$ cat config.mk
export PLATFORM = sky130hd
export DESIGN_NAME = avm_read_timer
export DESIGN_NICKNAME = d
export VERILOG_FILES = /design/src/rtl/avm_read_timer.sv
export SDC_FILE = /design/constraint.sdc
export NUM_CORES = 1
export LEC_CHECK = 0
export BUFFER_PORTS_ARGS = -buffer_cell sky130_fd_sc_hd__buf_2
export CAP_MARGIN = 40
export CELL_PAD_IN_SITES_DETAIL_PLACEMENT = 1
export CELL_PAD_IN_SITES_GLOBAL_PLACEMENT = 1
export CORE_MARGIN = 4
export CORE_UTILIZATION = 30
export DETAILED_ROUTE_END_ITERATION = 12
export PLACE_DENSITY_LB_ADDON = 0.1
export REMOVE_ABC_BUFFERS = 1
export SLEW_MARGIN = 20
export SYNTH_ARGS = -nofsm -noshare
export SYNTH_HDL_FRONTEND = slang
export SYNTH_SLANG_ARGS = --single-unit
$ cat constraint.sdc
create_clock -name clock -period 1.65 [get_ports clock]
set_clock_uncertainty 0.15 [all_clocks]
set_input_delay 0.33 -clock clock [delete_from_list [all_inputs] [get_ports clock]]
set_output_delay 0.33 -clock clock [all_outputs]
set_load 0.01 [all_outputs]
$ cat src/rtl/avm_read_timer.sv
// Stall timer and per-word retry counter for the boot checker's read attempts.
// expire flags the stalled cycle that uses up the attempt; exhausted flags a spent retry budget.
module avm_read_timer #(
    parameter int unsigned TIMEOUT_CYCLES = 255,
    parameter int unsigned MAX_RETRIES    = 3
) (
    input  logic clock,
    input  logic reset_n,
    input  logic stall,
    input  logic retry_inc,
    input  logic retry_clr,
    output logic expire,
    output logic exhausted
);

    localparam logic [15:0] LIMIT_M1  = 16'(TIMEOUT_CYCLES - 1);
    localparam logic [3:0]  RETRY_MAX = 4'(MAX_RETRIES);

    logic [15:0] timer_q, timer_d;
    logic [3:0]  retry_q, retry_d;

    // NOTE: every always_comb output gets a default first, so no path can infer a latch.
    always_comb begin
        timer_d = '0;
        retry_d = retry_q;
        // Any non-stalled cycle (accept, GAP, idle) restarts the attempt at zero.
        if (stall) begin
            timer_d = timer_q + 16'd1;
        end
        if (retry_clr) begin
            retry_d = '0;
        end else if (retry_inc) begin
            retry_d = retry_q + 4'd1;
        end
    end

    // NOTE: state registers use non-blocking assignments so every flop samples pre-edge values.
    always_ff @(posedge clock or negedge reset_n) begin
        if (!reset_n) begin
            timer_q <= '0;
            retry_q <= '0;
        end else begin
            timer_q <= timer_d;
            retry_q <= retry_d;
        end
    end

    assign expire    = stall && (timer_q == LIMIT_M1);
    assign exhausted = (retry_q == RETRY_MAX);

endmodule

# ---- Yosys cells after proc, flatten, opt, wreduce, memory -nomap -nowiden
# Index checks and enable logic that the tools add are counted.
dict set report totals {
  n_memories 0
  ramBits 0
  reg_bits 20
  latchBits 0
  output_inout_bits 2
  romBits 0
}
dict set report classes {
  n_lt_le_gt_ge 0
  bitwise 0
  multipliers 0
  div 0
  eq_ne 2
  shift 0
  addsub 2
  reduce_logical 2
  mux 3
}
# cell n
set ops {}
lappend ops {{16-bit by 1-bit adder with 16-bit output (second input constant)} 1}
lappend ops {{16-bit by 8-bit equality test with 1-bit output (second input constant)} 1}
lappend ops {{16-bit 2-to-1 mux} 1}
lappend ops {{4-bit 2-to-1 mux} 2}
lappend ops {{4-bit by 1-bit adder with 4-bit output (second input constant)} 1}
lappend ops {{4-bit by 2-bit equality test with 1-bit output (second input constant)} 1}
lappend ops {{2-bit nonzero test} 1}
lappend ops {{1-bit logical AND} 1}

# ---- Longest topological paths before layout
dict set report logic_depth {
  word_depth 3
  depth_mapped 5
}

# ---- Worst setup path after synthesis
# Ideal clock, no wire load.
dict set report synth_path {
  kind {register -> output}
  from {register timer_q[5]}
  to {output expire}
  path_stages_with_launch 5
  required_time_ns 1.170
  path_buffers 1
  arrival_time_ns 1.307
  slack_ns -0.137
  path_cell_list {dfrtp_1 nand4_1 buf_2 or4_1 nor2_1}
}
dict set report synth_via {
  elab_chain_len 2
}
# item line
set synth_rtl {}
lappend synth_rtl {{from (decl)} 19} ;# logic [15:0] timer_q, timer_d;
lappend synth_rtl {{from (signal assigned)} 43} ;# timer_q <= timer_d;
lappend synth_rtl {{16-bit by 8-bit equality test with 1-bit output} 48} ;# assign expire = stall && (timer_q == LIMIT_M1);
lappend synth_rtl {{1-bit logical AND} 48}
lappend synth_rtl {{to (decl)} 12} ;# output logic expire,
# Every way passes these cells.

# ---- Worst setup path in the final report
dict set report layout_path {
  from {register timer_q[14]}
  to {output expire}
}
# The elaborated chain is that of the path after synthesis.

==> flow_metrics.tcl <==
set metrics [dict create \
    outcome "finished with violations" \
    violations "setup timing" \
    wl_per_cell_um 15.8 \
    path_cells "nand2b_4 -> or4_4 -> nor2_2 -> buf_2" \
    drtIter0Drc 19 \
    routed_wl_um 2880 \
    cpPeakStageDelay_ps 480 \
    period_share_pct 125 \
    busiest_layer "met2" \
    io_pins 7 \
    start_kind "flip-flop" \
    io_buffers 6 \
    maxSlewViolCount 0 \
    grt_max_degree 21 \
    multi_input_area_sq_um 633 \
    cp.required_ps 1170 \
    rsz0062_at_grt "yes" \
    fill_cells 354 \
    yosysUniqueCellTypes 23 \
    synthCells 102 \
    cts_tree "done" \
    synth_area_per_cell_sq_um 9.90 \
    core_sq_um 3130 \
    clk_pin_slew_ps 130 \
    ir_drop_mv 0.407 \
    report.final.hold_viol_count 0 \
    synth-seq-area-share_pct 49.6 \
    cts_buffers 3 \
    fin_util_pct 48.1 \
    slew_headroom_pct 69.5 \
    dp_hpwl_um 1790 \
    nNetsFinal 147 \
    cts-root-buf "clkbuf_4" \
    layout_setup_ws_ps -415 \
    cp_max_fo 2 \
    critPathCaptureType "output port" \
    seq_area_sq_um 504 \
    p_leak_nw 0.646 \
    worst_slew_pin_slew_ps 458 \
    max_freq_mhz 484 \
    h-tree-depth 1 \
    die_area_sq_um 4360 \
    yosysWarnings 0 \
    async_flop_share_pct 100 \
    placementRows 20 \
    dpl_worst_slack_ps -67.0 \
    drc 0 \
    cpMaxStageDelayCell "or4_4" \
    grt_pass1_vias 937 \
    place_congestion 0.714 \
    die_w_um 66.0 \
    worstPathArrival_ps 1590 \
    synth_area_sq_um 1010 \
    path_class "reg -> out" \
    cts.sinks 20 \
    cap_violations 0 \
    ys_ff_latch 20 \
    met2_usage_pct 21.8 \
    synth_edf_count 0 \
    layout-drive-gt1-share_pct 43.5 \
    finalSetupViolCount 5 \
    met1_usage_pct 17.5 \
    ctsLongestPathBuffers 2 \
    start_util_pct 32.3 \
    grt_pass1_wl_um 4450 \
    track_usage_pct 13.3 \
    gr-total-overflow 0 \
    antenna_found_initial 0 \
    antenna-diode-count 0 \
    routed_via_density 4.93 \
    dr.pass1.iters 4 \
    num_vias 898 \
    area_growth_pct 49.1 \
    synth_ff_type "dfrtp_1" \
    die_y_um 66.0 \
    clock_latency_ps 300 \
    holdCritPathClass "in -> reg" \
    use_met3_pct 2.04 \
    whs_ps 88.1 \
    p_per_area_nw_per_um2 616 \
    fin_crit_ps 2070 \
    antenna_left 0 \
]
## logic make-up after synthesis
| family | count (synthesis) | synth area share (%) |
|---|---|---|
| compound gates | 14 | 7.68 |
| xor+xnor | 6 | 5.21 |
| fa+ha+maj | 3 | 3.72 |
| buf+inv | 6 | 2.35 |
| flops | 20 | 49.6 |
| mux | 5 | 4.96 |
| simple gates | 48 | 26.5 |
## timing repair
item | 4_1_cts | 5_1_grt
pin swaps | 1 | 13
setup buffers | 2 | 8
endpoints found under the setup margin | 6 | 11
hold buffers | 1 | 0
hold endpoints to repair | 20 | 0
cloned | 0 | 1
resized for setup | 7 | 28
## state kept, by name, summed over array words and instances (netlist names)
| name | count |
|---|---|
| retry_q | 4 |
| timer_q | 16 |
## cell type report
class	count	share of cell area [%]
repair buffers	33	17.4
flip-flops and latches	20	33.5
multi-input cells	77	42.1
clock buffers	4	2.41
well taps	44	3.66
inverters	4	0.998
## critical path, delay by kind of cell (launching register included)
family                 cells  cell delay [ps]
AND/OR/NAND/NOR            3              740
buffers and inverters      1              130
flip-flops                 1              410
## path summary, 6_finish.rpt
check | startpoint | to | slack [ps] | depth (start not counted)
max in group asynchronous | reset_n | timer_q[3] | 660 | 2
min | retry_clr | retry_q[0] | 90 | 2
min in group asynchronous | reset_n | timer_q[15] | 350 | 2
max | timer_q[14] | expire | -420 | 4
max reg2reg | timer_q[0] | timer_q[10] | -90 | 6
min reg2reg | timer_q[1] | timer_q[1] | 440 | 2
## through the flow
stage | cell area, sq um | TNS [ps] | total power [W] | cells
finish | 1510 | -617 | 0.000927 | 182
floorplan | 1000 | -202 | 0.000550 | 100
detailed placement | 1210 | -67.0 | 0.000597 | 166
CTS | 1310 | -386 | 0.000907 | 173
global placement | 1210 | -23.4 | 0.000593 | 166
global route | 1510 | -1060 | 0.000969 | 182
## Yosys cell counts (4+ instances only)
cell type,n,area (sq um)
or4_1,4,30.0
nand4_1,6,37.5
mux2i_1,5,50.1
inv_1,4,15.0
o21ai_0,4,20.0
a21oi_1,7,35.0
dfrtp_1,20,500
nand2b_1,4,25.0
or3_1,4,25.0
nor4_1,4,25.0
nand2_1,8,30.0
nor2_1,11,41.3
## cell usage in the layout (no fill, tap or decap), types with 4 or more instances in the layout
| cell type | instances |
|---|---|
| mux2i_1 | 5 |
| buf_2 | 6 |
| buf_6 | 7 |
| o21ai_0 | 4 |
| nand4_1 | 6 |
| buf_4 | 19 |
| nor2_1 | 10 |
| nand2_1 | 8 |
| a21oi_1 | 4 |
| or3_1 | 4 |
| dfrtp_1 | 17 |
## per-layer routing
metal	wire (um)	up-vias
li1	-	443
met1	1290	446
met2	1510	7
met3	53	2
met4	29	0
met5	0	-
## power breakdown
part           switching, W  internal (W)  total [W]
clock              0.000162      0.000134   0.000297
combinational     0.0000571     0.0000590   0.000116
sequential        0.0000127      0.000501   0.000514
(Power assumes the default switching activity.)
